`config.mk`:
```
export PLATFORM = sky130hd
export DESIGN_NAME = rice_partition_optimizer
export DESIGN_NICKNAME = d
export VERILOG_FILES = /design/src/rtl/rice_partition_optimizer_pkg.sv /design/src/rtl/rice_cost_accumulator_bank.sv /design/src/rtl/rice_partition_optimizer.sv
export SDC_FILE = /design/constraint.sdc
export NUM_CORES = 2
export LEC_CHECK = 0
export ABC_AREA = 1
export CORE_UTILIZATION = 65
export CTS_BUF_LIST = sky130_fd_sc_hd__clkbuf_4
export DETAILED_ROUTE_END_ITERATION = 10
export HOLD_SLACK_MARGIN = 0.15
export MAX_ROUTING_LAYER = met4
export PLACE_DENSITY = 0.81
export SLEW_MARGIN = 20
export SYNTH_ARGS = -nofsm -noshare
export SYNTH_HDL_FRONTEND = slang
export SYNTH_HIERARCHICAL = 1
export SYNTH_SLANG_ARGS = --single-unit
```
`constraint.sdc`:
```
create_clock -name iClock -period 6 [get_ports iClock]
set_input_delay 0.6 -clock iClock [delete_from_list [all_inputs] [get_ports iClock]]
set_output_delay 0.6 -clock iClock [all_outputs]
set_load 0.05 [all_outputs]
```
`src/rtl/rice_partition_optimizer_pkg.sv`:
```
// Shared widths, zig-zag mapping and FSM state type for the partitioned Rice optimiser.
package rice_partition_optimizer_pkg;

  // Accumulator width: a whole block of full-scale zig-zag values cannot overflow it.
  function automatic int unsigned acc_width(input int unsigned data_w,
                                            input int unsigned block_size);
    return data_w + $clog2(block_size);
  endfunction

  // Cost width: one extra bit to hold the unary/stop-bit term on top of the shifted sum.
  function automatic int unsigned cost_width(input int unsigned data_w,
                                             input int unsigned block_size);
    return acc_width(data_w, block_size) + 1;
  endfunction

  // Zig-zag map on a sign-extended residual; caller truncates to its own width.
  function automatic logic [63:0] zigzag64(input logic [63:0] r);
    return (r << 1) ^ {64{r[63]}};
  endfunction

  typedef enum logic [1:0] {
    ST_IDLE   = 2'd0,
    ST_SELECT = 2'd1,
    ST_REPORT = 2'd2
  } state_e;

endpackage

```
`src/rtl/rice_cost_accumulator_bank.sv`:
```
// Per-k shifted-sum accumulators plus the end-of-partition snapshot.
//   clk_i, rst_ni : clock, async active-low reset
//   accept_i      : a residual is accepted this edge
//   last_i        : the accepted residual closes its partition
//   u_i           : zig-zag mapped residual
//   sel_k_i       : k whose snapshot sum is presented on snap_sel_o
//   snap_sel_o    : snapshot of sum(u >> sel_k_i) over the last closed partition
module rice_cost_accumulator_bank
  import rice_partition_optimizer_pkg::*;
#(
  parameter int unsigned DATA_W     = 16,
  parameter int unsigned BLOCK_SIZE = 4096,
  parameter int unsigned MAX_K      = 14
) (
  input  logic                                  clk_i,
  input  logic                                  rst_ni,
  input  logic                                  accept_i,
  input  logic                                  last_i,
  input  logic [DATA_W-1:0]                     u_i,
  input  logic [$clog2(MAX_K+1)-1:0]            sel_k_i,
  output logic [acc_width(DATA_W, BLOCK_SIZE)-1:0] snap_sel_o
);

  localparam int unsigned ACC_W = acc_width(DATA_W, BLOCK_SIZE);
  localparam int unsigned NK    = MAX_K + 1;

  logic [ACC_W-1:0] acc_q    [NK];
  logic [ACC_W-1:0] acc_next [NK];
  logic [ACC_W-1:0] snap_q   [NK];

  // Sum including the sample being accepted this edge.
  always_comb begin
    for (int k = 0; k < int'(NK); k++) begin
      acc_next[k] = acc_q[k] + ACC_W'(u_i >> k);
    end
  end

  // The closing sample lands in the snapshot and the live sums restart at zero on the same edge.
  always_ff @(posedge clk_i or negedge rst_ni) begin
    if (!rst_ni) begin
      for (int k = 0; k < int'(NK); k++) begin
        acc_q[k]  <= '0;
        snap_q[k] <= '0;
      end
    end else if (accept_i) begin
      for (int k = 0; k < int'(NK); k++) begin
        if (last_i) begin
          snap_q[k] <= acc_next[k];
          acc_q[k]  <= '0;
        end else begin
          acc_q[k]  <= acc_next[k];
        end
      end
    end
  end

  assign snap_sel_o = snap_q[sel_k_i];

endmodule

```
`src/rtl/rice_partition_optimizer.sv`:
```
// Partitioned Rice parameter optimiser: picks the minimum-cost k per partition.
//   iClock, iReset_n : clock, async active-low reset
//   iEnable          : global clock enable; low freezes all state
//   iValid/iResidual : signed residual stream
//   iPartOrder       : partition order, sampled on the first sample of each block
//   oValid           : result pulse; oBestK/oBits/oPartIndex/oBlockDone hold until the next one
module rice_partition_optimizer
  import rice_partition_optimizer_pkg::*;
#(
  parameter int unsigned DATA_W         = 16,
  parameter int unsigned BLOCK_SIZE     = 4096,
  parameter int unsigned MAX_K          = 14,
  parameter int unsigned MAX_PART_ORDER = 4
) (
  input  logic                                     iClock,
  input  logic                                     iReset_n,
  input  logic                                     iEnable,
  input  logic                                     iValid,
  input  logic signed [DATA_W-1:0]                 iResidual,
  input  logic [$clog2(MAX_PART_ORDER+1)-1:0]      iPartOrder,
  output logic                                     oValid,
  output logic [$clog2(MAX_K+1)-1:0]               oBestK,
  output logic [cost_width(DATA_W, BLOCK_SIZE)-1:0] oBits,
  output logic [MAX_PART_ORDER-1:0]                oPartIndex,
  output logic                                     oBlockDone
);

  localparam int unsigned ACC_W  = acc_width(DATA_W, BLOCK_SIZE);
  localparam int unsigned COST_W = cost_width(DATA_W, BLOCK_SIZE);
  localparam int unsigned CNT_W  = $clog2(BLOCK_SIZE);
  localparam int unsigned KW     = $clog2(MAX_K + 1);
  localparam int unsigned OW     = $clog2(MAX_PART_ORDER + 1);
  localparam int unsigned PW     = MAX_PART_ORDER;

  // The shortest partition must outlast one full selection pass.
  if ((BLOCK_SIZE >> MAX_PART_ORDER) < MAX_K + 2) begin : g_param_check
    $error("BLOCK_SIZE>>MAX_PART_ORDER must be at least MAX_K+2");
  end

  // Input-side signals
  logic              accept;
  logic [DATA_W-1:0] u_zz;
  logic [OW-1:0]     ord_in;
  logic [OW-1:0]     ord_eff;
  logic [CNT_W-1:0]  part_mask;
  logic              part_last;
  logic              block_last;
  logic [PW-1:0]     part_idx;

  // Sample counter, latched order and snapshot metadata
  logic [CNT_W-1:0]  cnt_q;
  logic [OW-1:0]     ord_q;
  logic [PW-1:0]     snap_pidx_q;
  logic              snap_bdone_q;
  logic [OW-1:0]     snap_ord_q;
  logic [ACC_W-1:0]  snap_sel;

  // Selection FSM and registered outputs
  state_e            state_q, state_d;
  logic [KW-1:0]     k_q, k_d;
  logic [KW-1:0]     best_k_q, best_k_d;
  logic [COST_W-1:0] best_cost_q, best_cost_d;
  logic [COST_W-1:0] cost_c;
  logic              valid_q, valid_d;
  logic [KW-1:0]     out_k_q, out_k_d;
  logic [COST_W-1:0] out_bits_q, out_bits_d;
  logic [PW-1:0]     out_pidx_q, out_pidx_d;
  logic              out_bdone_q, out_bdone_d;

  assign accept = iEnable && iValid;
  assign u_zz   = DATA_W'(zigzag64(64'(iResidual)));

  // The first sample of a block uses the fresh order so its partition math is consistent.
  assign ord_in     = (iPartOrder > OW'(MAX_PART_ORDER)) ? OW'(MAX_PART_ORDER) : iPartOrder;
  assign ord_eff    = (cnt_q == '0) ? ord_in : ord_q;
  assign part_mask  = CNT_W'((BLOCK_SIZE >> ord_eff) - 1);
  assign part_last  = accept && ((cnt_q & part_mask) == part_mask);
  assign block_last = (cnt_q == CNT_W'(BLOCK_SIZE - 1));
  assign part_idx   = PW'(cnt_q >> (CNT_W - 32'(ord_eff)));

  rice_cost_accumulator_bank #(
    .DATA_W     (DATA_W),
    .BLOCK_SIZE (BLOCK_SIZE),
    .MAX_K      (MAX_K)
  ) u_bank (
    .clk_i      (iClock),
    .rst_ni     (iReset_n),
    .accept_i   (accept),
    .last_i     (part_last),
    .u_i        (u_zz),
    .sel_k_i    (k_q),
    .snap_sel_o (snap_sel)
  );

  // Stream bookkeeping: counter wraps naturally at the power-of-two block size.
  always_ff @(posedge iClock or negedge iReset_n) begin
    if (!iReset_n) begin
      cnt_q        <= '0;
      ord_q        <= '0;
      snap_pidx_q  <= '0;
      snap_bdone_q <= 1'b0;
      snap_ord_q   <= '0;
    end else if (accept) begin
      cnt_q <= cnt_q + CNT_W'(1);
      if (cnt_q == '0) begin
        ord_q <= ord_in;
      end
      if (part_last) begin
        snap_pidx_q  <= part_idx;
        snap_bdone_q <= block_last;
        snap_ord_q   <= ord_eff;
      end
    end
  end

  // cost_k = n*(k+1) + sum(u>>k), with n a power of two.
  assign cost_c = ((COST_W'(k_q) + COST_W'(1)) << (CNT_W - 32'(snap_ord_q)))
                  + COST_W'(snap_sel);

  // Next-state and output logic; a snapshot arriving during REPORT chains straight into SELECT.
  always_comb begin
    state_d     = state_q;
    k_d         = k_q;
    best_k_d    = best_k_q;
    best_cost_d = best_cost_q;
    valid_d     = 1'b0;
    out_k_d     = out_k_q;
    out_bits_d  = out_bits_q;
    out_pidx_d  = out_pidx_q;
    out_bdone_d = out_bdone_q;
    case (state_q)
      ST_IDLE: begin
        if (part_last) begin
          state_d = ST_SELECT;
          k_d     = '0;
        end
      end
      ST_SELECT: begin
        if ((k_q == '0) || (cost_c < best_cost_q)) begin
          best_k_d    = k_q;
          best_cost_d = cost_c;
        end
        if (k_q == KW'(MAX_K)) begin
          state_d = ST_REPORT;
        end else begin
          k_d = k_q + KW'(1);
        end
      end
      ST_REPORT: begin
        valid_d     = 1'b1;
        out_k_d     = best_k_q;
        out_bits_d  = best_cost_q;
        out_pidx_d  = snap_pidx_q;
        out_bdone_d = snap_bdone_q;
        if (part_last) begin
          state_d = ST_SELECT;
          k_d     = '0;
        end else begin
          state_d = ST_IDLE;
        end
      end
      default: state_d = ST_IDLE;
    endcase
  end

  // FSM and output registers; iEnable low freezes everything, stretching oValid.
  always_ff @(posedge iClock or negedge iReset_n) begin
    if (!iReset_n) begin
      state_q     <= ST_IDLE;
      k_q         <= '0;
      best_k_q    <= '0;
      best_cost_q <= '0;
      valid_q     <= 1'b0;
      out_k_q     <= '0;
      out_bits_q  <= '0;
      out_pidx_q  <= '0;
      out_bdone_q <= 1'b0;
    end else if (iEnable) begin
      state_q     <= state_d;
      k_q         <= k_d;
      best_k_q    <= best_k_d;
      best_cost_q <= best_cost_d;
      valid_q     <= valid_d;
      out_k_q     <= out_k_d;
      out_bits_q  <= out_bits_d;
      out_pidx_q  <= out_pidx_d;
      out_bdone_q <= out_bdone_d;
    end
  end

  assign oValid     = valid_q;
  assign oBestK     = out_k_q;
  assign oBits      = out_bits_q;
  assign oPartIndex = out_pidx_q;
  assign oBlockDone = out_bdone_q;

endmodule

```
### Yosys cells after proc, flatten, opt, wreduce, memory -nomap -nowiden

Index checks and enable logic that the tools add are counted.
Widths: inputs -> output; s select.

| word-level totals | value |
|---|---|
| logic and storage cells | 125 |
| output and inout port bits | 39 |
| bits in registers | 941 |

| operators by class | value |
|---|---|
| mux-type cells | 28 |
| bitwise gates (word level) | 3 |
| add/sub/neg operators | 22 |
| order comparisons | 3 |
| shifts and indexed selects | 3 |
| equal/unequal tests | 9 |
| reductions and logical operators | 13 |

Operators by type and width:

| operator | count |
|---|---|
| $mux 28 | 17 |
| $bmux 28 s4 | 1 |
| $shl 5x32->29 | 1 |
| $shr 12x32->4 | 1 |
| $add 29x28->29 | 1 |
| $lt 29x29->1 | 1 |
| $add 28x10->28 | 1 |
| $add 28x11->28 | 1 |
| $add 28x12->28 | 1 |
| $add 28x13->28 | 1 |
| $add 28x14->28 | 1 |
| $add 28x15->28 | 1 |
| $add 28x16->28 | 1 |
| $add 28x2->28 | 1 |
| $add 28x3->28 | 1 |
| $add 28x4->28 | 1 |
| $add 28x5->28 | 1 |
| $add 28x6->28 | 1 |
| $add 28x7->28 | 1 |
| $add 28x8->28 | 1 |
| $add 28x9->28 | 1 |
| $xor 16x16->16 | 1 |
| $shr 13x3->12 const A | 1 |
| $add 12x1->12 const B | 1 |
| other kinds (31) | 41 |

### Depth between registers and ports, before layout

| depth | value |
|---|---|
| depth in word-level cells | 10 |
| gate-level depth with buffers | 36 |
| mapped depth without buffers | 33 |

### By module

The synthesis kept the hierarchy.

By module, submodules not included:

| module | cells an instance | area an instance (µm²) | times used | seq. area each (µm²) |
|---|---|---|---|---|
| rice_cost_accumulator_bank | 7470 | 51714.6 | 1 | 21020.2 |
| rice_partition_optimizer | 938 | 7109.3 | 1 | 2527.4 |

### Least setup slack after synthesis

OpenSTA, ideal clock, no wires.

| timing path | value |
|---|---|
| kind | register to register |
| start | register snap_ord_q[0] |
| end | register best_cost_q[11] |
| clock period less this slack | 4.733 ns |
| library setup time | 0.130 ns |
| cell stages (with the launch flop) | 36 |
| path slack | 1.267 ns |
| arrival time | 4.603 ns |
| cell sequence | dfrtp_1 clkbuf_1 inv_1 ha_1 clkbuf_1 inv_1 nand2_1 nand2_1 inv_1 nand2_1 o21ai_0 nor2_1 ha_1 nand2_1 o21ai_0 a21oi_1 o21bai_1 a21oi_1 o21ai_0 xnor2_1 inv_1 ha_1 a21oi_1 nor2_1 a211oi_1 nor2_1 nor2_1 nand2_1 nand2_1 nand2_1 nand2_1 nand2_1 inv_1 buf_2 clkbuf_1 o21ai_0 |

| between the ends | value |
|---|---|
| cells in the longest elaborated chain, start to end | 6 |

Ends and longest elaborated chain:

| item | line | source |
|---|---|---|
| start, declared | rice_partition_optimizer.sv:55 | `logic [OW-1:0] snap_ord_q;` |
| start signal, assigned | rice_partition_optimizer.sv:111 | `snap_ord_q <= ord_eff;` |
| $sub 4x3->5 | rice_partition_optimizer.sv:117 | `assign cost_c = ((COST_W'(k_q) + COST_W'(1)) << (CNT_W - 32'(snap_ord_q)))` |
| $shl 5x32->29 | rice_partition_optimizer.sv:117 |  |
| $add 29x28->29 | rice_partition_optimizer.sv:118 | `+ COST_W'(snap_sel);` |
| named net cost_c[14] | rice_partition_optimizer.sv:63 | `logic [COST_W-1:0] cost_c;` |
| $lt 29x29->1 | rice_partition_optimizer.sv:139 | `if ((k_q == '0) \|\| (cost_c < best_cost_q)) begin` |
| $logic_or 1x1->1 | rice_partition_optimizer.sv:139 |  |
| $reduce_and 3->1 (no line) | n/a |  |
| end signal, assigned | rice_partition_optimizer.sv:182 | `best_cost_q <= best_cost_d;` |
| end, declared | rice_partition_optimizer.sv:62 | `logic [COST_W-1:0] best_cost_q, best_cost_d;` |

The timed path passes the listed nets, and every way through them passes these cells.
A chain may end at the register's enable or synchronous reset.

### Worst setup path in the final report

| timing path | value |
|---|---|
| start | register k_q[0] |
| end | register best_cost_q[11] |

| between the ends | value |
|---|---|
| cells in the longest elaborated chain, start to end | 8 |
| elaborated cells between the ends (all ways) | 11 |
| classes of those cells | add/sub (2); order compare (1); shift (1); mux (3); bitwise (1); reduce/logical (3) |

Ends and longest elaborated chain:

| item | line | source |
|---|---|---|
| start, declared | rice_partition_optimizer.sv:60 | `logic [KW-1:0] k_q, k_d;` |
| start signal, assigned | rice_partition_optimizer.sv:180 | `k_q <= k_d;` |
| $not 4->5 (not written as such) | rice_cost_accumulator_bank.sv:57 | `assign snap_sel_o = snap_q[sel_k_i];` |
| $bmux 28 s4 | rice_cost_accumulator_bank.sv:57 |  |
| $mux 28 (not written as such) (2 in a row) | rice_cost_accumulator_bank.sv:57 |  |
| named net snap_sel[0] | rice_partition_optimizer.sv:56 | `logic [ACC_W-1:0] snap_sel;` |
| $add 29x28->29 | rice_partition_optimizer.sv:118 |  |
| named net cost_c[14] | rice_partition_optimizer.sv:63 |  |
| $lt 29x29->1 | rice_partition_optimizer.sv:139 |  |
| $logic_or 1x1->1 | rice_partition_optimizer.sv:139 |  |
| $reduce_and 3->1 (no line) | n/a |  |

The timed path passes the listed nets, and every way through them passes these cells. The select of a mux whose other input is x is not followed.

==> impl_results.md <==
- Drt total wl: 198,000 um
- Post-synth EDFFs: 0
- Placed inst area: 60,500 um^2
- Final Hold Fails: 0
- Synth Area in XOR/XNOR: 2.84%
- Main combinational cell family by area after synthesis: simple AND/OR/NAND/NOR gates
- Slew Limit Fails: 0
- Die width: 303 um
- Share of cells above drive strength 1: 7.52%
- Fin util: 71.5%
- Top delay family on crit path: compound AO/OA/AOI/OAI gates
- Worst setup EP type: register
- Total power: 23.4 mW
- Setup crit start kind: register
- H-Tree Level Count: 5
- Post-synth ARST share: 100%
- Num ports: 62
- Post-synthesis mux area share: 0.0957%
- Synth Register Bits: 941
- Leading cell types by count after synthesis: 3,099 x nand2_1, 941 x dfrtp_1, 848 x inv_1, 758 x nand3_1, 620 x o21ai_0
- CTS tree: yes
- Initial core utilization: 66.1%
- Pre-Repair DR Iteration Count: 8
- Switching share of power: 43.7%
- Mapped Area: 58,800 um^2
- GP Congestion: 1.03
- Unrepaired setup endpoints after global routing: no
- Max stage delay on crit path: 0.58 ns
- Leakage: 33.3 nW
- HP Class: primary input to register
- Avg WL per Cell: 20.0 um
- Power Dens Cells: 368 nW/um^2
- Design area: 63,700 um^2
- Area contributors post-synth: dfrtp_1 40%, nand2_1 20%, nand3_1 6.4%, inv_1 5.4%, o21ai_0 5.3%
- Most used DFF post-synth: dfrtp_1
- Antenna-violating nets left: 0
- Setup Viol. Count Final: 0
- Worst-Skew Late Latency: 1.21 ns
- Synth Area in Compound Gates: 10.1%
- Vias in the first global route: 55,400
- CTS Buf Count: 274
- Vias per Instance: 5.98
- Distinct cells, synth: 59
- WP data required: 7.08 ns
- Reg power frac: 34.6%
- Final setup TNS: 0 ns
- Max Fanout on Critical Path: 101
- Worst VDD drop: 0.315 mV
- Worst path slowest cell: dfrtp_4
- Register area: 23,600 um^2
- Residual DRC count: 0
- # fillers: 7,432
- Clock sink count: 941
- Worst rel slew slack: 22.3%
- Min Tclk post-route: 5.60 ns
- Non-Filler Instances: 9,866
- Synth top area share: 40.0%
- Core ar.: 89,100 um^2
- Cells after Synth: 8,408
- Initial antenna violation count: 3
- Outcome: complete, no violations
- Most frequent cell after synthesis: nand2_1
- Die height: 303 um
- Number of port buffers: 61
- Worst-case clock buffer depth: 4
- Fin Clk Skew: 0.0963 ns
- Setup Crit Path Kind: register to register
- First-pass GRT wire length: 305,000 um
- Yosys top cell by area: dfrtp_1
- Max Cap Violations: 0
- Simple-gate share of the synthesized area: 34.2%
- FP Rows: 109
- Ys Warns: 6
- CP arrival: 6.68 ns
- Initial DRC count: 6,778
- Avg Cell Area, Syn: 7.00 um^2
- Post-synthesis sequential area ratio: 40.0%
- Syn nets: 8,642
- P_int: 13.2 mW
- Dpl hpwl: 144,000 um
- Pin count of the biggest net entering global routing: 197
- Cells after DPL: 9,422
- Crit path buffers/inverters: 4
- Switching power: 10.2 mW
- GRT Total Usage: 44.5%
- Post-Synth Adder-Cell Area: 4.69%
- Part of the power in combinational logic: 41.0%
- Clock power frac: 24.5%
- Fmax: 0.179 GHz
- Total gr overflow: 0
- Reg clk slew, reported paths: 0.06 ns
- Multi-input gate area: 30,700 um^2
- Tcrit/Tclk final: 93.3%
- Worst Tran Pin Value: 1.17 ns
- Area of the die: 91,700 um^2
- Area growth, synth to finish: 8.31%
- Vias: 59,000
- Final net count: 8,770
- CP dominant cell by count: nand2_1
- Post-CTS setup buffer count: 0
- Clock Root Buffer: clkbuf_4
sequential cells by signal (all words and copies together), names as in the netlist, 12 cells and up:
| register | flops |
|---|---|
| oBits | 29 |
| cnt_q | 12 |
| best_cost_q | 29 |
| u_bank/snap_q | 420 |
| u_bank/acc_q | 420 |
through the flow:
step | setup slack, ns | hold slack, ns
floorplan | 1.27 | 0.304
global route | 0.0192 | 0.297
detailed placement | 0.429 | 0.462
global placement | 0.493 | 0.460
finish | 0.400 | 0.307
CTS | 0.433 | 0.250
final timing paths:
path / from / end / slack (ns) / depth (start not counted)
max in group asynchronous: iReset_n / u_bank/acc_q[346] / 4.26 / 4
min: iEnable / state_q[0] / 0.31 / 2
max reg2reg: k_q[0] / best_cost_q[11] / 0.40 / 28
max: k_q[0] / best_cost_q[11] / 0.40 / 28
min reg2reg: u_bank/snap_q[403] / u_bank/snap_q[403] / 0.48 / 2
min in group asynchronous: iReset_n / best_cost_q[6] / 0.76 / 4
cell families after synthesis:
group	count (synthesis)
buffers and inverters	1179
AND/OR/NAND/NOR	4804
adder cells (fa/ha/maj)	211
flip-flops	941
multiplexers	5
XOR/XNOR	190
AO/OA/AOI/OAI	1078
layout by cell type (no fill, tap or decap), types with 29 or more instances in the layout:
cell type,n
dfrtp_1,938
clkbuf_4,363
nor3_1,79
o211ai_1,58
inv_2,34
inv_1,847
o21ai_1,117
xnor2_1,75
o221ai_1,46
nand2_1,3099
nand3_1,757
clkdlybuf4s50_1,60
o21ai_0,620
nor2_2,29
nor2_1,558
nand4_1,99
xor2_1,106
o22ai_1,69
clkinv_1,56
a21oi_1,128
ha_1,195
nand3b_1,49
buf_4,65
repair_timing:
action | in CTS | in global routing
hold buffers | 3 | 0
endpoints found under the hold margin | 269 | 0
setup endpoints to repair | 0 | 33
gates resized for setup | 0 | 5
worst reg2reg max path: cells and delay by family (launching register included):
kind                       cells  cell delay, ns
AOI/OAI and AO/OA             10            2.16
DFF                            1            0.58
adders and majority gates      3            1.06
and+or+nand+nor               10            0.79
xor gates and xnor gates       1            0.21
buffers and inverters          4            0.71
cell type report:
cell class              count  share of cell area [%]
diodes                      8                  0.0314
clock buffers             363                    4.28
clock inverters            70                   0.546
inverters                 881                    5.25
multi-input cells        6288                    48.2
flip-flops and latches    941                    37.0
well taps                1165                    2.29
repair buffers            150                    2.47
metal layers:
metal | GRT usage [%] | vias up | part of all wire (%)
met1 | 53.9 | 27600 | 38
met5 | - | - | 0
li1 | - | 27400 | -
met4 | 32.7 | 0 | 8.7
met2 | 66.8 | 3114 | 44
met3 | 8.18 | 838 | 9.3
power groups by stage:
stage | clock, mW | combinational [mW] | sequential (mW)
global placement | 0 | 8.98 | 8.12
CTS | 5.79 | 9.35 | 8.06
detailed placement | 0 | 9.26 | 8.16
global route | 6.12 | 10.6 | 8.20
finish | 5.73 | 9.59 | 8.10
floorplan | 0 | 6.58 | 7.99
(Power assumes the default switching activity.)
